File: src/rtl/accum_table_rd_seq.sv
// Accumulator-table read sequencer: walks one tile's sub-rows and drives per-lane read enables and addresses.
// Define ACCUM_RD_SKEW_EN to build the per-lane diagonal skew pipeline and the DRAIN phase.
module accum_table_rd_seq #(
  parameter int MAX_OUT_ROWS = 128,
  parameter int MAX_OUT_COLS = 128,
  parameter int SYS_ARR_ROWS = 16,
  parameter int SYS_ARR_COLS = 16,
  localparam int NUM_ROW_SUB_MAT = MAX_OUT_ROWS / SYS_ARR_ROWS,
  localparam int NUM_COL_SUB_MAT = MAX_OUT_COLS / SYS_ARR_COLS,
  localparam int NUM_ACCUM_ROWS  = MAX_OUT_ROWS * NUM_COL_SUB_MAT,
  localparam int ADDR_W = $clog2(NUM_ACCUM_ROWS),
  localparam int CNT_W  = $clog2(SYS_ARR_ROWS + 1),
  localparam int RI_W   = (NUM_ROW_SUB_MAT > 1) ? $clog2(NUM_ROW_SUB_MAT) : 1,
  localparam int CI_W   = (NUM_COL_SUB_MAT > 1) ? $clog2(NUM_COL_SUB_MAT) : 1
) (
  input  logic                           clk,
  input  logic                           rst_n,
  input  logic                           start,
  input  logic [RI_W-1:0]                submat_row_idx,
  input  logic [CI_W-1:0]                submat_col_idx,
  input  logic [CNT_W-1:0]               num_rows,
  input  logic [SYS_ARR_COLS-1:0]        col_en,
  input  logic                           stall,
  output logic                           busy,
  output logic                           done,
  output logic [SYS_ARR_COLS-1:0]        rd_en,
  output logic [ADDR_W*SYS_ARR_COLS-1:0] rd_addr
);

`ifdef ACCUM_RD_SKEW_EN
  localparam int PIPE_N = SYS_ARR_COLS;
  localparam int DR_W   = (SYS_ARR_COLS > 2) ? $clog2(SYS_ARR_COLS) : 1;
`else
  localparam int PIPE_N = 1;
`endif

  typedef enum logic [1:0] {IDLE, ISSUE, DRAIN, DONE} state_t;

  state_t                          state_q, state_d;
  logic [CNT_W-1:0]                cnt_q, nrows_q, nrows_in;
  logic [ADDR_W-1:0]               base_q, base_in, issue_addr;
  logic [SYS_ARR_COLS-1:0]         col_en_q;
  logic                            stalled_q, issue;
  logic [PIPE_N-1:0]               pen;
  logic [PIPE_N-1:0][ADDR_W-1:0]   paddr;

  assign base_in  = ADDR_W'(submat_col_idx) * ADDR_W'(MAX_OUT_ROWS)
                  + ADDR_W'(submat_row_idx) * ADDR_W'(SYS_ARR_ROWS);
  assign nrows_in = (num_rows > CNT_W'(SYS_ARR_ROWS)) ? CNT_W'(SYS_ARR_ROWS) : num_rows;

`ifdef ACCUM_RD_SKEW_EN
  logic [DR_W-1:0] drain_q;
  logic            drain_last;
  assign drain_last = (drain_q == DR_W'(SYS_ARR_COLS - 2));
`endif

  always_comb begin
    state_d    = state_q;
    issue      = 1'b0;
    issue_addr = base_q + ADDR_W'(cnt_q);
    case (state_q)
      IDLE: if (start) begin
        issue_addr = base_in;
        if (nrows_in == '0 || col_en == '0) state_d = DONE;
        else begin
          state_d = ISSUE;
          issue   = ~stall;
        end
      end
      ISSUE: begin
        if (cnt_q == nrows_q) begin
`ifdef ACCUM_RD_SKEW_EN
          state_d = DRAIN;
`else
          state_d = DONE;
`endif
        end else issue = ~stall;
      end
`ifdef ACCUM_RD_SKEW_EN
      DRAIN: if (!stall && drain_last) state_d = DONE;
`endif
      DONE:    state_d = IDLE;
      default: state_d = IDLE;
    endcase
  end

  always_ff @(posedge clk or negedge rst_n) begin
    if (!rst_n) begin
      state_q   <= IDLE;
      cnt_q     <= '0;
      nrows_q   <= '0;
      base_q    <= '0;
      col_en_q  <= '0;
      stalled_q <= 1'b0;
    end else begin
      state_q   <= state_d;
      stalled_q <= stall;
      if (state_q == IDLE && start) begin
        base_q   <= base_in;
        nrows_q  <= nrows_in;
        col_en_q <= col_en;
        cnt_q    <= issue ? CNT_W'(1) : '0;
      end else if (issue) begin
        cnt_q <= cnt_q + CNT_W'(1);
      end
    end
  end

  // Stage 0 is the issue register; deeper stages only exist for skew. A stalled
  // edge freezes everything and stalled_q blanks the following cycle's enables.
  always_ff @(posedge clk or negedge rst_n) begin
    if (!rst_n) begin
      pen   <= '0;
      paddr <= '0;
    end else if (!stall) begin
      pen[0] <= issue;
      if (issue) paddr[0] <= issue_addr;
`ifdef ACCUM_RD_SKEW_EN
      for (int s = 1; s < PIPE_N; s++) begin
        pen[s]   <= pen[s-1];
        paddr[s] <= paddr[s-1];
      end
`endif
    end
  end

`ifdef ACCUM_RD_SKEW_EN
  always_ff @(posedge clk or negedge rst_n) begin
    if (!rst_n)                         drain_q <= '0;
    else if (state_q != DRAIN)          drain_q <= '0;
    else if (!stall && !drain_last)     drain_q <= drain_q + DR_W'(1);
  end
`endif

  for (genvar c = 0; c < SYS_ARR_COLS; c++) begin : g_lane
`ifdef ACCUM_RD_SKEW_EN
    localparam int S = c;
`else
    localparam int S = 0;
`endif
    assign rd_en[c]                   = pen[S] & col_en_q[c] & ~stalled_q;
    assign rd_addr[c*ADDR_W +: ADDR_W] = paddr[S];
  end

  assign busy = (state_q == ISSUE) || (state_q == DRAIN);
  assign done = (state_q == DONE);

endmodule

File: config.mk
export PLATFORM = sky130hd
export DESIGN_NAME = accum_table_rd_seq
export DESIGN_NICKNAME = d
export VERILOG_FILES = /design/src/rtl/accum_table_rd_seq.sv
export SDC_FILE = /design/constraint.sdc
export NUM_CORES = 1
export LEC_CHECK = 0
export BUFFER_PORTS_ARGS = -buffer_cell sky130_fd_sc_hd__clkbuf_2
export CAP_MARGIN = 20
export CORE_ASPECT_RATIO = 0.5
export CORE_UTILIZATION = 35
export CTS_BUF_LIST = sky130_fd_sc_hd__clkbuf_4 sky130_fd_sc_hd__clkbuf_8
export DETAILED_ROUTE_END_ITERATION = 10
export PLACE_DENSITY = 0.79
export SYNTH_ARGS = -nofsm -noshare
export SYNTH_HDL_FRONTEND = slang
export SYNTH_SLANG_ARGS = --single-unit
export TNS_END_PERCENT = 50
File: constraint.sdc
create_clock -name clk -period 4.2 [get_ports clk]
set_clock_uncertainty 0.2 [all_clocks]
set_input_delay 0.84 -clock clk [delete_from_list [all_inputs] [get_ports clk]]
set_output_delay 0.84 -clock clk [all_outputs]
set_load 0.05 [all_outputs]
Word-level counts from Yosys, hierarchy flattened
Index checks and enable logic that the tools add are counted.
{"block": "word_totals", "memories": 0, "romBits": 0, "ff_bits": 50, "out_inout_bits": 178, "inputBits": 31, "latchBits": 0, "ramBits": 0, "elab_cells": 75}
{"block": "op_classes", "magnitude_cmp": 1, "n_reduce_logical": 9, "n_mux": 14, "bitwise": 34, "div": 0, "n_eq_ne": 6, "addsub": 3, "n_mul": 0, "shift": 0}
{"operator": "$and A1 B1 Y1", "n": 32}
{"operator": "$mux W10", "n": 2}
{"operator": "$logic_not A16 Y1", "n": 1}
{"operator": "$mux W5", "n": 3}
{"operator": "$add A10 B5 Y10", "n": 1}
{"operator": "$add A10 B7 Y10", "n": 1}
{"operator": "$mux W2", "n": 3}
{"operator": "$add A5 B1 Y5 const B", "n": 1}
{"operator": "$eq A5 B5 Y1", "n": 1}
{"operator": "$gt A5 B5 Y1 const B", "n": 1}
{"operator": "$logic_not A5 Y1", "n": 1}
{"operator": "$eq A2 B2 Y1 const B", "n": 2}
{"operator": "$mux W1", "n": 4}
{"operator": "$ne A2 B2 Y1 const B", "n": 2}
{"operator": "$pmux W2 S2", "n": 1}
{"operator": "$reduce_and A2 Y1", "n": 2}
{"operator": "$eq A2 B1 Y1 const B", "n": 1}
{"operator": "$logic_not A2 Y1", "n": 1}
{"operator": "$logic_or A1 B1 Y1", "n": 2}
{"operator": "$not A1 Y1", "n": 2}
{"operator": "$pmux W1 S2", "n": 1}
{"operator": "$reduce_bool A2 Y1", "n": 1}
{"operator": "$logic_and A1 B1 Y1", "n": 1}

Depth between registers and ports, before layout
Gate-level depths: netlist of run 1.
{"block": "depth", "word_depth": 9, "depth_mapped": 8, "mapped_depth_nobuf": 6}

Least setup slack after synthesis of run 1
Ideal clock, no wire load.
{"block": "synth_path", "path_type": "input-to-reg", "from": "input port num_rows[3]", "to": "register paddr[3] (netlist bit)", "n_path_buf": 1, "arrival_ps": 2074, "path_stages": 5, "setup_time_ps": 125, "required_ps": 3875, "slack_ps": 1801, "path_cell_list": "or4_4 o21ai_2 o31a_4 buf_12 mux2_4"}
{"block": "synth_between", "elab_chain_len": 8}
{"element": "start, declared", "line": "21", "rtl": "input logic [CNT_W-1:0] num_rows,"}
{"element": "$gt A5 B5 Y1", "line": "49", "rtl": "assign nrows_in = (num_rows > CNT_W'(SYS_ARR_ROWS)) ? CNT_W'(SYS_ARR_ROWS) : num_rows;"}
{"element": "$mux W5 *", "line": "49"}
{"element": "$logic_not A5 Y1 *", "line": "64", "rtl": "if (nrows_in == '0 || col_en == '0) state_d = DONE;"}
{"element": "$logic_or A1 B1 Y1 *", "line": "64"}
{"element": "$mux W1 *", "line": "64"}
{"element": "$mux W1 *", "line": "62", "rtl": "IDLE: if (start) begin"}
{"element": "$pmux W1 S2 *", "line": "61", "rtl": "case (state_q)"}
{"element": "$reduce_and A2 Y1 (no source line) *"}
{"element": "end, declared", "line": "45", "rtl": "logic [PIPE_N-1:0][ADDR_W-1:0] paddr;"}
Mark *: on every way between the ends. The rest lies on a longest branch, timed or not.
A chain may end at the register's enable or synchronous reset.

Worst setup path after layout of run 1
{"block": "layout_path", "from": "register pen", "to": "output port rd_en[0]"}
{"block": "layout_between", "elab_chain_len": 2}
{"element": "start, declared", "line": "44", "rtl": "logic [PIPE_N-1:0] pen;"}
{"element": "$and A1 B1 Y1 (2 in series)", "line": "141", "rtl": "assign rd_en[c] = pen[S] & col_en_q[c] & ~stalled_q;"}
{"element": "end, declared", "line": "26", "rtl": "output logic [SYS_ARR_COLS-1:0] rd_en,"}
No other way between the ends.

==> run metrics, run 1 <==
status completed; iteration-0 DRC count of the detailed router 69; drc violations 0; top-level I/O count 209; fin crit share 0.694; slew margin rel. 0.397; clk_lat worst skew 290 ps; Worst-Margin Slew 903 ps; Final Instance Count excl. Fillers 576; CP Capture Type primary output; clock sinks 46; via count 2362; setup TNS 0 ps; endpoints failing setup 0; die area 10100 µm²; Crit path buffers/inverters 1; H-Tree Depth 2; Reg clk slew, reported paths 90 ps; DRT Pass-1 Iters 4; NumNets Final 483; Clk Tree Root Cell clkbuf_8; min-delay worst type reg2reg; final wirelength 6380 µm; most common cell after layout, fill and taps aside clkbuf_2; Mapped Area 3400 µm²; Post-Place Setup Slack 1530 ps; Synthesis Warnings 0; Max stage delay on crit path 720 ps; share of layout cells above drive strength 1 0.522; Fmax achieved 343 MHz; Critical Path Start Type flop; die width 141 µm; final RePlAce weighted congestion 0.812; Synth Area per Inst 8.77 µm²; CP cell instances nor2b_1, and2_1, clkbuf_2; # fillers 933; count of cell types in the netlist 34; sequential area share after synthesis 0.339; grt total ovfl 0; Hold Crit Start col_en_q[10]; Die Y 71.7 µm; flops & latches, synth 46; setup repair bufs after CTS 0; fin. max-slew vios 0; RSZ-0062 raised after global routing false; P&R area growth vs syn 4.05%; Synth Net Count 424; Final Hold Vio Count 0; critical path's slowest cell nor2b_1; vias in the first global route 1920; WS Path Type reg2out; Post-Syn Instances 387; Antenna diodes 0; CP delay by family, top simple AND/OR/NAND/NOR gates; CP Data Arrival Time 1880 ps; port buffer count 208; Max-Cap Viols 0; hpwl dp 5080 µm; initial antenna violation count 0; Multi-input gate area 1050 µm²; post-route ant nets 0; post-DR wirelength/cell 11.1 µm; post-CTS sizing 0; hold_ws 277 ps; CP Launch Point pen; CTS tree built; most frequent cells in the layout 208 x clkbuf_2, 90 x nand2_1, 46 x dfrtp_1; Placeable Area 9070 µm²; dpl cells 569; Starting Density 0.374; clk buf depth 2; Num CTS Buffers 5; first-pass GRT wire length 9430 µm; R2R Path Start state_q[0]; r2r setup slk 2030 ps; Required @ worst endpoint 3160 ps; largest net degree at the start of global routing 35; CTS hold repair buffers 0; Worst Path Max Fanout 16; Rows 24; post-route setup slack 1280 ps; gr usage total 0.116; vias per cell 4.10; Reg area 1150 µm²; fin crit period 2920 ps
==> state kept, by name, indices dropped and copies added (netlist names) <==
signal and count:
base_q 6, cnt_q 5, col_en_q 16, nrows_q 5
paddr 10, pen 1, stalled_q 1, state_q 2
==> worst min-delay path: stages, from the launching register on <==
cell     delay [ps]
dfrtp_1         350
nand2_1          50
nand2_1          60
==> per-layer routing <==
metal  routed length (µm)  track usage  up-vias
met3                  264       0.0160        2
li1                     -            -     1185
met4                   21       0.0254        0
met5                    0            0        -
met1                 2890        0.153     1083
met2                 3210        0.205       92
==> final cells by class <==
class | instances | area share
timing repair buffer | 211 | 0.305
clock inverter | 2 | 0.00283
inverter | 4 | 0.00425
clock buffer | 5 | 0.0195
tap | 130 | 0.0460
sequential | 46 | 0.326
multi-input combinational | 178 | 0.297
==> path summary, 6_finish.rpt <==
kind | to | cells after the start
setup / recovery | rd_en[0] | 3
hold / removal | col_en_q[10] | 2
setup reg to reg | paddr[6] | 5
hold reg to reg | col_en_q[10] | 2
max in group asynchronous | base_q[6] | 2
min in group asynchronous | col_en_q[3] | 1
==> Yosys cell counts (all sizes together) <==
library cell	instances	area share
a21bo	1	0.0029
a21boi	1	0.0022
a21oi	1	0.0015
a22oi	1	0.0022
and2	20	0.037
and3	2	0.0037
and4b	1	0.0029
buf	155	0.34
clkbuf	4	0.0044
dfrtp	46	0.34
ha	6	0.022
inv	4	0.0044
mux2	10	0.040
mux2i	1	0.0029
nand2	90	0.099
nand3	6	0.0088
nand3b	4	0.0088
nand4	1	0.0018
nor2	4	0.0044
nor2b	2	0.0037
nor4	4	0.0074
o211ai	1	0.0022
o21a	1	0.0022
o21ai	6	0.011
o22a	2	0.0052
o31a	1	0.0052
or4	1	0.0033
xnor2	6	0.015
xor2	5	0.013
==> cell families after synthesis <==
family	share of synthesized area
buf+inv	0.352
simple gates	0.181
flops	0.339
compound gates	0.0346
xor+xnor	0.0284
mux	0.0427
fa+ha+maj	0.0221
==> through the flow <==
| stage | area (µm²) | util |
|---|---|---|
| 2_1_floorplan | 3400 | - |
| 3_3_place_gp | 3430 | 0.379 |
| 3_5_place_dp | 3450 | 0.381 |
| 4_1_cts | 3530 | 0.390 |
| 5_1_grt | 3530 | 0.390 |
| 6_report | 3530 | 0.390 |
Power of run 1 is left out: the tool's default activity adds up to more than one toggle a clock period on the data nets, which glitch-free logic cannot reach.
==> run 2, diff against run 1 <==
==> constraint.sdc (replaced) <==
create_clock -name clk -period 3 [get_ports clk]
set_clock_uncertainty 0.2 [all_clocks]
set_input_delay 0.6 -clock clk [delete_from_list [all_inputs] [get_ports clk]]
set_output_delay 0.6 -clock clk [all_outputs]
set_load 0.05 [all_outputs]
==> run 2 against run 1 <==
Effect of this change: first-iteration DRC count is 12% lower; hold slack worse by 110 ps; routed wire length is 1.1% higher; critical path depth is 1 higher; final cell count is 0.35% higher; global-route usage is 0.41 points higher; sequential share of layout area is 0.10 points lower; via count is 0.89% higher; non-clock buffer count is 1 higher.
==> run metrics, run 2 (same netlist as run 1, synthesis figures left out) <==
hpwl dp 5070 µm; clk buf depth 2; Required @ worst endpoint 2200 ps; most frequent cells in the layout 208 x clkbuf_2, 90 x nand2_1, 46 x dfrtp_1; Final Instance Count excl. Fillers 578; Antenna diodes 0; most common cell after layout, fill and taps aside clkbuf_2; CP delay by family, top buffers and inverters; vias in the first global route 1944; Max-Cap Viols 0; vias per cell 4.12; gr usage total 0.120; dpl cells 570; grt total ovfl 0; H-Tree Depth 2; first-pass GRT wire length 9690 µm; top flop regs col_en_q x16, paddr x10, base_q x6; Final Hold Vio Count 0; endpoints failing setup 0; largest reg by FF count col_en_q; setup repair bufs after CTS 0; final wirelength 6450 µm; Die Y 71.7 µm; via count 2383; final RePlAce weighted congestion 0.772; WS Path Type reg2out; Fmax achieved 451 MHz; Critical Path Start Type flop; Reg clk slew, reported paths 90 ps; status completed; Clk Tree Root Cell clkbuf_8; number of flip-flops in the largest register 16; Worst-Margin Slew 587 ps; RSZ-0062 raised after global routing false; post-DR wirelength/cell 11.2 µm; Crit path buffers/inverters 2; DRT Pass-1 Iters 4; CP cell instances nor2b_1, buf_4, and2_1, clkbuf_2; Starting Density 0.374; Num CTS Buffers 5; setup TNS 0 ps; CTS hold repair buffers 0; Rows 24; fin crit share 0.739; CP Capture Type primary output; critical path's slowest cell dfrtp_1; fin crit period 2220 ps; top-level I/O count 209; port buffer count 208; slew margin rel. 0.609; iteration-0 DRC count of the detailed router 61; post-route ant nets 0; CTS tree built; largest net degree at the start of global routing 47; die width 141 µm; drc violations 0; clock sinks 46; clk_lat worst skew 310 ps; # fillers 933; min-delay worst type in2async; Max stage delay on crit path 370 ps; NumNets Final 484; initial antenna violation count 0; Placeable Area 9070 µm²; P&R area growth vs syn 4.38%; Worst Path Max Fanout 16; fin. max-slew vios 0; die area 10100 µm²; CP Data Arrival Time 1420 ps; share of layout cells above drive strength 1 0.525; post-CTS sizing 0
[run 2: cell type report]
cell class,instances,area (µm²),area share
Multi-Input combinational cell,178,1050,0.296
Tap cell,130,163,0.0459
Clock inverter,1,5.00,0.00141
Timing Repair Buffer,212,1070,0.302
Clock buffer,7,90.1,0.0254
Sequential cell,46,1150,0.325
Inverter,4,15.0,0.00424
[run 2: worst paths after layout]
path,slack [ps],end,from,cells after the start
max reg2reg,900,paddr[5],state_q[1],5
max,780,rd_en[0],stalled_q,4
min in group clk,270,col_en_q[12],col_en_q[12],2
min reg2reg,270,col_en_q[12],col_en_q[12],2
max in group asynchronous,2030,base_q[8],rst_n,2
min,170,col_en_q[13],rst_n,2
[run 2: stage by stage]
step	utilization	setup WS, ps	area (µm²)	hold slack, ps
floorplan	-	841	3400	104
global placement	0.380	612	3450	249
detailed placement	0.380	602	3450	254
CTS	0.391	768	3540	192
global route	0.391	704	3540	209
finish	0.391	782	3540	165
[run 2: layer usage]
layer  GRT usage  wire (µm)
met3      0.0194        379
met4      0.0399         52
met2       0.212       3280
met1       0.152       2740
met5           0          0
Power of run 2 is left out for the same reason.
==> run 3, diff against run 2 <==
--- a/config.mk
+++ b/config.mk
@@ -11,7 +11,7 @@
 export CORE_UTILIZATION = 35
 export CTS_BUF_LIST = sky130_fd_sc_hd__clkbuf_4 sky130_fd_sc_hd__clkbuf_8
 export DETAILED_ROUTE_END_ITERATION = 10
-export PLACE_DENSITY = 0.79
+export PLACE_DENSITY = 0.82
 export SYNTH_ARGS = -nofsm -noshare
 export SYNTH_HDL_FRONTEND = slang
 export SYNTH_SLANG_ARGS = --single-unit
==> constraint.sdc (replaced) <==
create_clock -name clk -period 1.91 [get_ports clk]
set_clock_uncertainty 0.2 [all_clocks]
set_input_delay 0.382 -clock clk [delete_from_list [all_inputs] [get_ports clk]]
set_output_delay 0.382 -clock clk [all_outputs]
set_load 0.05 [all_outputs]
==> run 3 against run 2 <==
Effect of this change: die area stayed put; utilization is 6.0 points higher; register-to-register slack worse by 880 ps; non-clock buffer count is 23 higher; global-route usage is 0.90 points higher; final cell count is 4.2% higher; routed wire length is 15% higher; sequential cell count stayed put; hold slack worse by 74 ps; worst setup slack worse by 770 ps; sequential share of layout area is 4.0 points lower; count of clock-buffer cells in the layout stayed put.
==> run metrics, run 3 (same netlist as run 1, synthesis figures left out) <==
status completed; Critical Path Start Type flop; min-delay worst type in2reg; CP Capture Type primary output; vias per cell 4.17; Worst-Margin Slew 569 ps; # fillers 880; clock sinks 46; initial antenna violation count 0; CP Data Arrival Time 1320 ps; Non-Filler Cell Area, Final 4090 µm²; final wirelength 7430 µm; post-route ant nets 0; Clk Tree Root Cell clkbuf_8; largest net degree at the start of global routing 47; Rows 24; Die Y 71.7 µm; Max-Cap Viols 0; grt total ovfl 0; vias in the first global route 2129; Required @ worst endpoint 1330 ps; most common cell after layout, fill and taps aside clkbuf_2; die area 10100 µm²; gr usage total 0.129; WS Path Type reg2out; DRT Pass-1 Iters 4; drc violations 0; H-Tree Depth 2; Fmax achieved 526 MHz; Reg clk slew, reported paths 90 ps; via count 2512; CP cell instances nor2b_4, buf_6, and2_1, buf_12; hpwl dp 5270 µm; CTS tree built; critical path's slowest cell dfrtp_1; Post-Place Setup Slack -228 ps; post-DR wirelength/cell 12.3 µm; RSZ-0062 raised after global routing true; fin. max-slew vios 0; setup TNS 0 ps; clk buf depth 2; Crit path buffers/inverters 2; Max stage delay on crit path 400 ps; P&R area growth vs syn 20.4%; clk_lat worst skew 290 ps; most frequent cells in the layout 191 x clkbuf_2, 89 x nand2_1, 35 x dfrtp_1; die width 141 µm; Starting Density 0.374; Num CTS Buffers 5; number of flip-flops in the largest register 16; Final Hold Vio Count 0; NumNets Final 508; fin crit period 1900 ps; top flop regs col_en_q x16, paddr x10, base_q x6; largest reg by FF count col_en_q; port buffer count 208; CP delay by family, top flip-flops; met2 usage 0.220; endpoints failing setup 0; first-pass GRT wire length 10500 µm; final RePlAce weighted congestion 0.794; final core occ 0.451; fin crit share 0.996; iteration-0 DRC count of the detailed router 120; Antenna diodes 0; top-level I/O count 209; Most Used Layer, Global Route met2; GRT met3 Usage 0.0207; slew margin rel. 0.620; post-route setup slack 7.80 ps; share of layout cells above drive strength 1 0.621; placed inst area 3660 µm²; Worst Path Max Fanout 8; M1 GR Usage 0.170; Placeable Area 9070 µm²
==> run 3: cell types whose count changed in the layout (fill, tap and decap cells not counted), moves of 9 or more <==
| cell | before | now |
|---|---|---|
| and2_1 | 20 | 10 |
| buf_8 | 0 | 12 |
| buf_4 | 4 | 23 |
| dfrtp_2 | 0 | 11 |
| dfrtp_1 | 46 | 35 |
| clkbuf_2 | 208 | 191 |
| and2_4 | 0 | 9 |
==> run 3: final timing paths <==
check | startpoint | endpoint | slack, ps | cells past startpoint
min reg2reg | col_en_q[5] | col_en_q[5] | 270 | 2
max reg2reg | nrows_q[0] | paddr[0] | 20 | 6
min | col_en[7] | col_en_q[7] | 90 | 3
min in group asynchronous | rst_n | col_en_q[8] | 520 | 3
max in group asynchronous | rst_n | paddr[5] | 560 | 3
max | stalled_q | rd_en[3] | 8 | 4
==> run 3: layout make-up <==
cell class | count | area [µm²] | area share
clock buffer | 7 | 83.8 | 0.0205
clock inverter | 1 | 30.0 | 0.00734
inverter | 4 | 15.0 | 0.00367
multi-input combinational | 179 | 1180 | 0.289
sequential | 46 | 1160 | 0.285
tap | 130 | 163 | 0.0398
timing repair buffer | 235 | 1450 | 0.355
==> run 3: per-layer routing <==
layer | wire (µm) | share of wire
met5 | 0 | 0
met4 | 78 | 0.011
met3 | 301 | 0.041
met2 | 3850 | 0.52
met1 | 3190 | 0.43
==> run 3: stage by stage <==
step,hold WS (ps),instances
finish,91.8,602
CTS,84.2,598
floorplan,-114,387
global route,92.3,602
detailed placement,255,589
global placement,249,589
==> run 3: repair_timing <==
action                                  in CTS  in global routing
cloned                                       0                  2
hold buffers                                 1                  0
endpoints found under the setup margin      34                181
endpoints found under the hold margin       42                  0
buffers inserted                             0                  2
pin swaps                                    1                  3
resized for setup                           27                 58
==> run 3: worst register-to-register path, cell delays in order, from the launching register on <==
cell and delay [ps]:
dfrtp_1 430, xnor2_2 210, nand3_2 140, o21ai_4 230, o31a_4 230, buf_4 150, mux2i_1 220
Power of run 3 is left out for the same reason.
